--- src/rtl/mmio_pkg.sv ---
// Shared definitions for the memory-mapped UART transmitter.
//   - default store / status addresses
//   - status word bit positions
//   - serialiser FSM state encoding
package mmio_pkg;

    localparam logic [31:0] TX_ADDR_DEF   = 32'hFFFF_FF00;
    localparam logic [31:0] STAT_ADDR_DEF = 32'hFFFF_FF04;

    localparam int ST_EMPTY = 0;
    localparam int ST_FULL  = 1;
    localparam int ST_BUSY  = 2;
    localparam int ST_OVF   = 3;

    typedef enum logic [1:0] {
        IDLE  = 2'd0,
        START = 2'd1,
        DATA  = 2'd2,
        STOP  = 2'd3
    } tx_state_e;

endpackage

--- src/rtl/sync_fifo.sv ---
// Small synchronous FIFO with first-word fall-through output.
// Ports:
//   clk, reset     rising-edge clock, async active-high reset
//   push, din      write request and data (ignored when full unless popping)
//   pop            read request (ignored when empty)
//   dout           current head entry
//   count          occupancy, 0..DEPTH
//   full, empty    occupancy flags
module sync_fifo #(
    parameter  int WIDTH = 8,
    parameter  int DEPTH = 8,
    localparam int AW    = $clog2(DEPTH)
) (
    input  logic             clk,
    input  logic             reset,
    input  logic             push,
    input  logic             pop,
    input  logic [WIDTH-1:0] din,
    output logic [WIDTH-1:0] dout,
    output logic [AW:0]      count,
    output logic             full,
    output logic             empty
);

    localparam logic [AW:0] DEPTH_C = (AW+1)'(DEPTH);

    logic [WIDTH-1:0] mem_q [DEPTH];
    logic [AW-1:0]    wr_ptr_q, wr_ptr_d;
    logic [AW-1:0]    rd_ptr_q, rd_ptr_d;
    logic [AW:0]      count_q, count_d;
    logic             do_push, do_pop;

    assign full  = (count_q == DEPTH_C);
    assign empty = (count_q == '0);
    assign count = count_q;
    assign dout  = mem_q[rd_ptr_q];

    // A push into a full FIFO is still legal when the head leaves on the same edge.
    assign do_pop  = pop && !empty;
    assign do_push = push && (!full || do_pop);

    always_comb begin
        wr_ptr_d = wr_ptr_q;
        rd_ptr_d = rd_ptr_q;
        count_d  = count_q;
        if (do_push) wr_ptr_d = wr_ptr_q + AW'(1);
        if (do_pop)  rd_ptr_d = rd_ptr_q + AW'(1);
        case ({do_push, do_pop})
            2'b10:   count_d = count_q + (AW+1)'(1);
            2'b01:   count_d = count_q - (AW+1)'(1);
            default: count_d = count_q;
        endcase
    end

    always_ff @(posedge clk or posedge reset) begin
        if (reset) begin
            wr_ptr_q <= '0;
            rd_ptr_q <= '0;
            count_q  <= '0;
        end else begin
            wr_ptr_q <= wr_ptr_d;
            rd_ptr_q <= rd_ptr_d;
            count_q  <= count_d;
        end
    end

    // Storage needs no reset; emptiness is tracked by count_q.
    always_ff @(posedge clk) begin
        if (do_push) mem_q[wr_ptr_q] <= din;
    end

endmodule

--- src/rtl/mmio_uart_tx.sv ---
// Memory-mapped 8N1 UART transmitter snooping the M-stage store bus.
//
// state | meaning
// IDLE  | line high, waiting for a queued byte
// START | start bit (low) for CLKS_PER_BIT cycles
// DATA  | eight data bits, LSB first
// STOP  | stop bit (high); pops the next byte directly into START if one waits
//
// Ports:
//   clk, reset                   rising-edge clock, async active-high reset
//   MemWriteM, DataAdrM, WriteDataM  M-stage store bus
//   stat_sel                     DataAdrM hits the status address
//   stat_rdata                   {28'b0, overflow, busy, full, empty}
//   tx                           registered serial line, idles high
//   tx_busy                      registered, high while a frame is in flight
module mmio_uart_tx
    import mmio_pkg::*;
#(
    parameter logic [31:0] TX_ADDR      = TX_ADDR_DEF,
    parameter logic [31:0] STAT_ADDR    = STAT_ADDR_DEF,
    parameter int          CLKS_PER_BIT = 16,
    parameter int          FIFO_DEPTH   = 8
) (
    input  logic        clk,
    input  logic        reset,
    input  logic        MemWriteM,
    input  logic [31:0] DataAdrM,
    input  logic [31:0] WriteDataM,
    output logic        stat_sel,
    output logic [31:0] stat_rdata,
    output logic        tx,
    output logic        tx_busy
);

    localparam int          BW        = $clog2(CLKS_PER_BIT);
    localparam logic [BW-1:0] BAUD_LAST = BW'(CLKS_PER_BIT - 1);
    localparam int          CW        = $clog2(FIFO_DEPTH) + 1;

    tx_state_e     state_q, state_d;
    logic [BW-1:0] baud_q, baud_d;
    logic [2:0]    bit_q, bit_d;
    logic [7:0]    sh_q, sh_d;
    logic          tx_q, tx_d;
    logic          busy_q, busy_d;
    logic          ovf_q, ovf_d;

    logic          push_req, ovf_clr, ovf_set;
    logic          fifo_pop, fifo_full, fifo_empty;
    logic [7:0]    fifo_dout;
    logic [CW-1:0] unused_fifo_count;
    logic          unused_wdata;
    logic          baud_end;

    assign unused_wdata = ^WriteDataM[31:8];

    assign push_req = MemWriteM && (DataAdrM == TX_ADDR);
    assign ovf_clr  = MemWriteM && (DataAdrM == STAT_ADDR) && WriteDataM[3];
    assign ovf_set  = push_req && fifo_full && !fifo_pop;

    sync_fifo #(
        .WIDTH (8),
        .DEPTH (FIFO_DEPTH)
    ) u_fifo (
        .clk   (clk),
        .reset (reset),
        .push  (push_req),
        .pop   (fifo_pop),
        .din   (WriteDataM[7:0]),
        .dout  (fifo_dout),
        .count (unused_fifo_count),
        .full  (fifo_full),
        .empty (fifo_empty)
    );

    assign stat_sel = (DataAdrM == STAT_ADDR);

    always_comb begin
        stat_rdata           = '0;
        stat_rdata[ST_EMPTY] = fifo_empty;
        stat_rdata[ST_FULL]  = fifo_full;
        stat_rdata[ST_BUSY]  = busy_q;
        stat_rdata[ST_OVF]   = ovf_q;
    end

    assign tx      = tx_q;
    assign tx_busy = busy_q;

    // A fresh overflow on the clearing edge wins.
    always_comb begin
        ovf_d = ovf_q;
        if (ovf_clr) ovf_d = 1'b0;
        if (ovf_set) ovf_d = 1'b1;
    end

    assign baud_end = (baud_q == BAUD_LAST);

    always_comb begin
        state_d  = state_q;
        baud_d   = baud_q;
        bit_d    = bit_q;
        sh_d     = sh_q;
        tx_d     = tx_q;
        busy_d   = busy_q;
        fifo_pop = 1'b0;
        case (state_q)
            IDLE: begin
                tx_d   = 1'b1;
                busy_d = 1'b0;
                if (!fifo_empty) begin
                    fifo_pop = 1'b1;
                    sh_d     = fifo_dout;
                    baud_d   = '0;
                    tx_d     = 1'b0;
                    busy_d   = 1'b1;
                    state_d  = START;
                end
            end
            START: begin
                if (baud_end) begin
                    baud_d  = '0;
                    bit_d   = '0;
                    tx_d    = sh_q[0];
                    state_d = DATA;
                end else begin
                    baud_d = baud_q + BW'(1);
                end
            end
            DATA: begin
                if (baud_end) begin
                    baud_d = '0;
                    sh_d   = {1'b0, sh_q[7:1]};
                    if (bit_q == 3'd7) begin
                        tx_d    = 1'b1;
                        state_d = STOP;
                    end else begin
                        bit_d = bit_q + 3'd1;
                        tx_d  = sh_q[1];
                    end
                end else begin
                    baud_d = baud_q + BW'(1);
                end
            end
            STOP: begin
                if (baud_end) begin
                    baud_d = '0;
                    if (!fifo_empty) begin
                        fifo_pop = 1'b1;
                        sh_d     = fifo_dout;
                        tx_d     = 1'b0;
                        state_d  = START;
                    end else begin
                        tx_d    = 1'b1;
                        busy_d  = 1'b0;
                        state_d = IDLE;
                    end
                end else begin
                    baud_d = baud_q + BW'(1);
                end
            end
            default: state_d = IDLE;
        endcase
    end

    always_ff @(posedge clk or posedge reset) begin
        if (reset) begin
            state_q <= IDLE;
            baud_q  <= '0;
            bit_q   <= '0;
            sh_q    <= '0;
            tx_q    <= 1'b1;
            busy_q  <= 1'b0;
            ovf_q   <= 1'b0;
        end else begin
            state_q <= state_d;
            baud_q  <= baud_d;
            bit_q   <= bit_d;
            sh_q    <= sh_d;
            tx_q    <= tx_d;
            busy_q  <= busy_d;
            ovf_q   <= ovf_d;
        end
    end

endmodule
--- config.mk ---
export PLATFORM = sky130hd
export DESIGN_NAME = mmio_uart_tx
export DESIGN_NICKNAME = d
export VERILOG_FILES = /design/src/rtl/mmio_pkg.sv /design/src/rtl/sync_fifo.sv /design/src/rtl/mmio_uart_tx.sv
export SDC_FILE = /design/constraint.sdc
export NUM_CORES = 1
export LEC_CHECK = 0
export ABC_AREA = 1
export BUFFER_PORTS_ARGS = -buffer_cell sky130_fd_sc_hd__buf_4
export CAP_MARGIN = 20
export CELL_PAD_IN_SITES_DETAIL_PLACEMENT = 1
export CELL_PAD_IN_SITES_GLOBAL_PLACEMENT = 1
export CORE_MARGIN = 1
export CORE_UTILIZATION = 38
export DETAILED_ROUTE_END_ITERATION = 10
export GPL_ROUTABILITY_DRIVEN = 0
export PLACE_DENSITY = 0.87
export RECOVER_POWER = 100
export SLEW_MARGIN = 10
export SYNTH_ARGS = -nofsm -noshare
export SYNTH_HDL_FRONTEND = slang
export SYNTH_HIERARCHICAL = 1
export SYNTH_SLANG_ARGS = --single-unit
--- constraint.sdc ---
create_clock -name clk -period 2.4 [get_ports clk]
set_input_delay 0.24 -clock clk [delete_from_list [all_inputs] [get_ports clk]]
set_output_delay 0.24 -clock clk [all_outputs]
set_load 0.1 [all_outputs]
Word level (Yosys, flattened, before mapping)
Memories as Yosys holds them, arrays and structs flattened.
Cells that the tools add are included.

storage, ports and cells
  input port bits = 67
  register bits = 30
  memories = 1
  memory bits (writable) = 64

cells by class
  mux-type cells = 35
  add/sub/neg operators = 6
  equality and inequality tests = 17
  reductions and logical operators = 24

memory list
  name          words  width  rd ports  clocked after Yosys merged registers in  wr ports  line             source
  u_fifo.mem_q  8      8      1         0                                        1         sync_fifo.sv:27  logic [WIDTH-1:0] mem_q [DEPTH];

operators with widths
  operator                                                          count
  32-bit == test (second input constant)                            2
  8-bit two-way mux                                                 3
  8-bit case mux with 3 select lines                                1
  4-bit case mux with 2 select lines                                2
  1-bit two-way mux                                                 14
  2-bit inequality test (second input constant)                     7
  2-bit two-way mux                                                 5
  3-bit by 1-bit adder with 3-bit output (second input constant)    3
  3-bit two-way mux                                                 3
  3-bit AND reduction                                               3
  4-bit by 1-bit adder with 4-bit output (second input constant)    2
  4-bit == test (second input constant)                             2
  4-bit two-way mux                                                 2
  2-bit case mux with 4 select lines                                1
  2-bit nonzero test                                                4
  1-bit logical AND                                                 7
  2-bit == test (second input constant)                             3
  3-bit case mux with 2 select lines                                1
  5-bit AND reduction                                               1
  2-bit by 1-bit == test with 1-bit output (second input constant)  2
  4-bit zero test                                                   1
  1-bit case mux with 2 select lines                                2
  1-bit case mux with 4 select lines                                1
  4-bit AND reduction                                               1
  7 further kinds                                                   9

Longest topological paths before layout
Gate-level depths: netlist (run 1).

  depth after elaboration = 9
  gate-level depth with buffers = 17
  depth with buffers taken out = 17

Hierarchy
Netlist (run 1), hierarchy kept.

modules (own cells, without submodules)
  module        cells each  area each (um^2)  instances
  sync_fifo     254         3129.3            1
  mmio_uart_tx  231         1596.5            1

Least setup slack after synthesis (run 1)
OpenSTA, ideal clock, no wires.

  path type = input to output
  from = in DataAdrM[25]
  to = out stat_sel
  buffers on the path = 0
  arrival = 2.559 ns
  stages on the path = 6
  setup slack = -0.399 ns
  path through = nand2_1 > nor2_1 > nand2_1 > inv_1 > nand2_1 > nor3_1

between the ends
  longest elaborated chain between the ends = 1

RTL lines
  element             line                source
  start: declaration  mmio_uart_tx.sv:27  input logic [31:0] DataAdrM,
  32-bit == test      mmio_uart_tx.sv:75  assign stat_sel = (DataAdrM == STAT_ADDR);
  end: declaration    mmio_uart_tx.sv:29  output logic stat_sel,

No other way between the ends.

Final worst setup path (run 1)
  from = reg state_q[1]
  to = reg u_fifo.count_q[3], in the netlist u_fifo/count[3]

between the ends
  longest elaborated chain between the ends = 7
  elaborated cells on any way between the ends = 10
  classes of those cells = eq/ne (3); mux (2); reduce/logical (5)

RTL lines
  element                                                                    line                 source
  start: declaration                                                         mmio_uart_tx.sv:39   tx_state_e state_q, state_d;
  start signal: assignment                                                   mmio_uart_tx.sv:174  state_q <= state_d;
  2-bit == test or 2-bit zero test (tied branches)                           mmio_uart_tx.sv:105  case (state_q)
  1-bit case mux with 2 select lines (*)                                     mmio_uart_tx.sv:105
  named net fifo_pop                                                         mmio_uart_tx.sv:48   logic fifo_pop, fifo_full, fifo_empty;
  1-bit logical AND (*)                                                      sync_fifo.sv:39      assign do_pop = pop && !empty;
  1-bit logical OR                                                           sync_fifo.sv:40      assign do_push = push && (!full || do_pop);
  1-bit logical AND                                                          sync_fifo.sv:40
  2-bit by 1-bit == test with 1-bit output or 2-bit == test (tied branches)  sync_fifo.sv:48      case ({do_push, do_pop})
  4-bit case mux with 2 select lines or 2-bit nonzero test (tied branches)   -
  end signal: assignment                                                     sync_fifo.sv:63      count_q <= count_d;
  end: declaration                                                           sync_fifo.sv:30      logic [AW:0] count_q, count_d;

Mark *: on every way through the listed nets, which the timed path passes. The rest lies on a longest branch.
A chain may end at the register's enable or synchronous reset.

==> results of run 1 <==
## metrics by stage
stage / power, mW / hold WS (ns) / area [µm²] / util / worst slack, ns
floorplan: 2.01 / 0.0802 / 4840 / - / -0.0957
global placement: 2.04 / 0.266 / 5230 / 0.434 / 0.175
detailed placement: 2.05 / 0.280 / 5230 / 0.434 / -0.0649
CTS: 3.53 / 0.117 / 5570 / 0.462 / 0.0303
global route: 3.59 / 0.245 / 5610 / 0.465 / -0.0914
finish: 3.50 / 0.240 / 5610 / 0.465 / 0.115
## synth_stat cells (2+ instances only)
library cell  number
a21oi_1            6
nand2_4            3
buf_2              7
inv_2              3
nor3_1             4
mux2i_1            8
buf_4             35
nand3_2            3
inv_1             39
nand3_1           18
edfxtp_1          64
nand2_2            2
nand2_1          104
o21ai_0           41
xor2_1             4
o22ai_1            9
ha_1              13
o21ai_1            8
nor2_1            65
nor3b_1            2
dfrtp_1           29
## repair_timing
action	4_1_cts	5_1_grt
setup buffers	0	5
hold buffers	1	0
gates resized for setup	5	13
pin swaps	0	2
hold endpoints to repair	10	0
endpoints found under the setup margin	10	18
## flip-flops by register name, indices dropped and copies added (netlist names)
register,flops
tx,1
bit_q,3
ovf_q,1
u_fifo/mem_q,64
sh_q,8
u_fifo/count,4
tx_busy,1
baud_q,4
u_fifo/wr_ptr_q,3
u_fifo/rd_ptr_q,3
state_q,2
## area by class of cell
| type | instances | area [µm²] | share of cell area |
|---|---|---|---|
| multi-input cells | 330 | 1750 | 0.312 |
| clock buffers | 9 | 225 | 0.0401 |
| repair buffers | 72 | 494 | 0.0881 |
| well taps | 168 | 210 | 0.0375 |
| inverters | 44 | 169 | 0.0301 |
| clock inverters | 7 | 88.8 | 0.0158 |
| flip-flops and latches | 94 | 2670 | 0.477 |
## metal layers
metal	vias to the layer above	wire, µm
met2	130	6190
met4	0	286
met5	-	0
li1	1676	-
met3	24	718
met1	1725	4420
## placed cells by master (no fill, tap or decap), types with 2 or more instances in the layout
master	synthesis	routed
a21oi_1	6	5
a21oi_2	1	2
buf_4	35	57
clkbuf_1	0	13
clkbuf_16	0	9
conb_1	1	28
dfrtp_1	29	29
edfxtp_1	64	64
ha_1	13	10
ha_4	0	2
inv_1	39	36
inv_2	3	5
inv_8	0	3
mux2i_1	8	8
nand2_1	104	103
nand2_2	2	2
nand2_4	3	4
nand3_1	18	18
nand3_2	3	3
nor2_1	65	62
nor2_4	0	3
nor3_2	0	3
nor3b_1	2	2
o21ai_0	41	41
o21ai_1	8	8
o22ai_1	9	9
xor2_1	4	4
## worst register-to-register path, cell delays in order, from the launching register on
cell and delay, ns:
dfrtp_1 0.41, inv_1 0.11, ha_4 0.34, nand3b_1 0.18, nand2_2 0.12, nand3_1 0.12
inv_1 0.07, ha_1 0.33, a21oi_2 0.16, nand3_1 0.08, nand2_1 0.09, nand3_1 0.07
nand2_1 0.07, inv_1 0.04
## final timing paths
check                               from            endpoint  slack, ns  cells past startpoint
min                        WriteDataM[0]  u_fifo/mem_q[3][0]       0.24                      1
max reg2reg                   state_q[1]     u_fifo/count[3]       0.11                     13
max                           state_q[1]     u_fifo/count[3]       0.11                     13
max in group asynchronous          reset           baud_q[0]       1.28                      3
min reg2reg                        ovf_q               ovf_q       0.49                      2
min in group asynchronous          reset  u_fifo/wr_ptr_q[1]       0.45                      3
## cells by family (layout without fill, tap and decap cells)
logic type | Yosys count | count (layout) | share of synthesized area
other | 1 | 28 | 0.000794
AO/OA/AOI/OAI | 69 | 69 | 0.0810
multiplexers | 9 | 9 | 0.0193
buffers and inverters | 88 | 132 | 0.102
flip-flops | 94 | 94 | 0.566
adder cells (fa/ha/maj) | 14 | 14 | 0.0387
XOR/XNOR | 5 | 5 | 0.00927
AND/OR/NAND/NOR | 205 | 205 | 0.183
## power groups by stage
stage | sequential (mW) | clock (mW) | combinational (mW)
6_report | 1.73 | 1.49 | 0.277
5_1_grt | 1.73 | 1.57 | 0.291
4_1_cts | 1.73 | 1.51 | 0.284
3_5_place_dp | 1.77 | 0 | 0.283
3_3_place_gp | 1.77 | 0 | 0.276
2_1_floorplan | 1.77 | 0 | 0.245
==> results_dict.tcl, run 1 <==
set metrics [dict create \
    power.leakage_nw 2.43 \
    hold_viol 0 \
    setup.worst_path.start_class "flop" \
    syn_inst 485 \
    antenna_found_initial 0 \
    die_h_um 114 \
    start_util 0.392 \
    skew_ns 0.00531 \
    use_met3 0.0393 \
    setup_violations 0 \
    worstSetupPathType "reg2reg" \
    ys_top_cells_by_area "edfxtp_1 (41%), dfrtp_1 (15%), nand2_1 (8.3%), buf_4 (5.6%), nor2_1 (5.2%)" \
    grt_use_total 0.191 \
    cp_max_fo 5 \
    busiest_layer "met2" \
    crit_family "simple AND/OR/NAND/NOR gates" \
    fillers 1368 \
    grt_pass1_wl_um 18800 \
    fin_crit_ns 2.29 \
    period_share 0.952 \
    worstHoldPathType "in2reg" \
    core-area_um2 12100 \
    slew_viol_final 0 \
    viasPerCell 4.91 \
    ys_seq_area_frac 0.566 \
    post_drt_wl_per_cell_um 16.0 \
    tns_ns 0 \
    synth_edf_count 64 \
    cts_tree "done" \
    combPwrFrac 0.079 \
    drtAntennaViolNets 0 \
    cap_violations 0 \
    crit_buf_inv 3 \
    io_pins 102 \
    dieArea_um2 12900 \
    syn2layout_area_growth_pct 18.7 \
    grt_start_max_net_pins 35 \
    netlist_area_um2 4730 \
    grt_overflow 0 \
    htreeDepth 3 \
    status "complete, no violations" \
    arrival_ns 2.53 \
    yosys_warnings 6 \
    fin_cells 724 \
    powerDensity_nw_per_um2 624 \
    cts_buffers 9 \
    clk_pin_slew_ns 0.07 \
    place.detailed.hpwl_um 8160 \
    met2_usage 0.347 \
    routed-via-count 3555 \
    die-width_um 114 \
    internal-power_mw 2.61 \
    end_kind "flop" \
    worstMarginPinSlew_ns 1.18 \
    place_inst 702 \
    clockPowerShare 0.426 \
    grt_pass1_vias 3860 \
    synth_top_area_cell "edfxtp_1" \
    relSlewSlack 0.215 \
    synth_cell_types 39 \
    max_freq_mhz 438 \
    wl_um 11600 \
    cts_buffer_depth 2 \
    synth_top_area_frac 0.407 \
    placementRows 40 \
    seqPwrFrac 0.495 \
    ys_seq_elements 94 \
    synthArstFlopShare 0.319 \
    cts_root_buffer "clkbuf_16" \
    io_buffers 49 \
    cts_sinks 94 \
    p_sw_frac 0.254 \
    cpPeakStageDelay_ns 0.41 \
    netSwitchingPower_uw 889 \
    cp_cell_sequence "inv_1 -> ha_4 -> nand3b_1 -> nand2_2 -> nand3_1 -> inv_1 -> ha_1 -> a21oi_2 -> nand3_1 -> nand2_1 -> nand3_1 -> nand2_1 -> inv_1" \
    drtPass1Iterations 4 \
    initialDrtViolationCount 261 \
    n_antenna_cell 0 \
    syn-mean-instance-area_um2 9.74 \
    crit_slowest_cell "dfrtp_1" \
    synth_flop_cell "edfxtp_1" \
    clkLatencyLatePin_ns 0.35 \
    drive_above_1_share 0.192 \
    grt.met1_usage 0.220 \
    cp.required_ns 2.65 \
    peakVddDrop_uv 338 \
    nets 632 \
    drc 0 \
]
Note: power is estimated with default switching activity, not from simulation.
==> inputs of run 2 (changes only) <==
Settings changed: ABC_AREA 1 to not set, CORE_ASPECT_RATIO set to 1.5, CORE_UTILIZATION 38 to 40, PLACE_DENSITY 0.87 to 0.86.
==> results_dict.tcl, run 2 <==
set metrics [dict create \
    status "finished, violations left" \
    violations "setup timing" \
    grt_overflow 0 \
    yosys-top-cells-count "edfxtp_1 (64), buf_4 (33), dfrtp_1 (29), nor2_1 (25), nand2_1 (19)" \
    synth_cell_types 61 \
    grt_use_total 0.191 \
    core-area_um2 11500 \
    cp_max_fo 3 \
    htreeDepth 3 \
    cts_buffer_depth 2 \
    drtAntennaViolNets 0 \
    cap_violations 0 \
    fillers 1166 \
    post_drt_wl_per_cell_um 19.9 \
    place_inst 553 \
    viasPerCell 5.13 \
    place.detailed.hpwl_um 7960 \
    nets 504 \
    routed-via-count 2963 \
    cts_buffers 9 \
    dieArea_um2 12200 \
    antenna_found_initial 0 \
    power.leakage_nw 2.41 \
    regMostFlops "u_fifo/mem_q" \
    worstMarginPinSlew_ns 1.19 \
    fin_cells 578 \
    skew_ns 0.00775 \
    period_share 1.05 \
    worstSetupPathType "reg2reg" \
    io_pins 102 \
    cts_sinks 94 \
    synth_top_area_frac 0.410 \
    ys_top_cells_by_area "edfxtp_1 (41%), dfrtp_1 (15%), mux4_1 (6.7%), buf_4 (5.3%), ha_1 (3.5%)" \
    synth.most_common_cell "edfxtp_1" \
    syn_inst 334 \
    worstHoldPathType "in2reg" \
    cp.required_ns 2.68 \
    n_antenna_cell 0 \
    setup_violations 1 \
    whs_ns 0.252 \
    clkLatencyLatePin_ns 0.34 \
    largest_reg_flops 64 \
    placementRows 48 \
    netlist_area_um2 4690 \
    clk_pin_slew_ns 0.06 \
    ys_seq_elements 94 \
    initialDrtViolationCount 101 \
    setup.worst_path.start_class "flop" \
    fin_crit_ns 2.52 \
    peakVddDrop_uv 423 \
    start_util 0.408 \
    hold_viol 0 \
    die-width_um 90.4 \
    max_freq_mhz 396 \
    ys_seq_area_frac 0.571 \
    reg.largest.list "u_fifo/mem_q x64, sh_q x8" \
    io_buffers 49 \
    final_cell_mix "buf_4 (69), edfxtp_1 (64), conb_1 (28), dfrtp_1 (27)" \
    setup_slack_ns -0.125 \
    syn2layout_area_growth_pct 27.2 \
    powerDensity_nw_per_um2 599 \
    grt_start_max_net_pins 21 \
    slew_viol_final 0 \
    end_kind "flop" \
    cts_tree "done" \
    grt_pass1_wl_um 17400 \
    drc 0 \
    yosys_warnings 6 \
    arrival_ns 2.80 \
    relSlewSlack 0.213 \
    synth_flop_cell "edfxtp_1" \
    synth_edf_count 64 \
    syn-mean-instance-area_um2 14.0 \
    drtPass1Iterations 4 \
    layout_commonest_cell "buf_4" \
    synth_top_area_cell "edfxtp_1" \
    cts_root_buffer "clkbuf_16" \
    grt_pass1_vias 3284 \
    die_h_um 135 \
    drive_above_1_share 0.353 \
    synthArstFlopShare 0.319 \
    wl_um 11500 \
    rsz0062_at_grt "yes" \
    pre_cts_ws_ns -0.371 \
]
## run 2: timing repair
action | 4_1_cts | 5_1_grt
pin swaps | 7 | 6
setup buffers | 4 | 5
endpoints found under the hold margin | 10 | 0
gates resized for setup | 8 | 12
hold buffers | 1 | 0
endpoints found under the setup margin | 66 | 69
cloned | 0 | 0
## run 2: cells by family (layout without fill, tap and decap cells)
family,Yosys count,count (layout),share of synthesized area
other,1,28,0.000800
DFF,94,94,0.571
adders and majority gates,14,14,0.0390
xor gates and xnor gates,6,6,0.0112
buffers and inverters,57,124,0.0780
muxes,37,37,0.135
and+or+nand+nor,84,84,0.0996
AOI/OAI and AO/OA,41,41,0.0657
## run 2: worst max-delay path, stage by stage, from the launching register on
cell	delay, ns
dfrtp_2	0.45
inv_2	0.10
ha_4	0.22
nor3_4	0.20
o21ai_2	0.09
or2_4	0.28
inv_4	0.08
ha_4	0.20
a211o_1	0.31
a21oi_2	0.17
mux2i_1	0.23
nand3b_1	0.14
## run 2: per-layer routing
metal,GRT usage,wire (µm),share of wire,up-vias
met5,0,0,0,-
met4,0.0896,363,0.032,0
met1,0.196,4300,0.37,1498
met2,0.378,6620,0.57,73
li1,-,-,-,1360
met3,0.0253,234,0.020,32
## run 2: area by class of cell
cell class,count,area (µm²),area share
Clock inverter,3,68.8,0.0115
Multi-Input combinational cell,210,1950,0.327
Sequential cell,94,2680,0.449
Inverter,13,51.3,0.00861
Clock buffer,13,262,0.0439
Timing Repair Buffer,95,766,0.129
Tap cell,150,188,0.0315
## run 2: worst paths after layout
check	from	to	slack, ns	depth (start not counted)
worst min register to register	tx	tx	0.51	1
worst max-delay path	state_q[1]	u_fifo/count[3]	-0.12	11
worst max register to register	state_q[1]	u_fifo/count[3]	-0.12	11
max in group asynchronous	reset	state_q[1]	1.21	3
min in group asynchronous	reset	u_fifo/count[1]	0.46	3
worst min-delay path	WriteDataM[2]	u_fifo/mem_q[1][2]	0.25	1
## run 2: power breakdown
group          total [mW]  internal [mW]  switching (mW)
sequential           1.73           1.73  0.000000000722
clock                1.56          0.979           0.579
combinational       0.277         0.0437           0.233
## run 2: metrics by stage
stage | cell area [µm²] | power, mW | util | TNS [ns]
after global routing | 5960 | 3.65 | 0.519 | -0.528
after global placement | 5530 | 2.04 | 0.482 | -14.34
after detailed placement | 5530 | 2.05 | 0.482 | -17.94
after floorplan | 4930 | 2.01 | - | -2.73
final | 5960 | 3.57 | 0.519 | -0.125
after CTS | 5940 | 3.60 | 0.517 | -0.0931
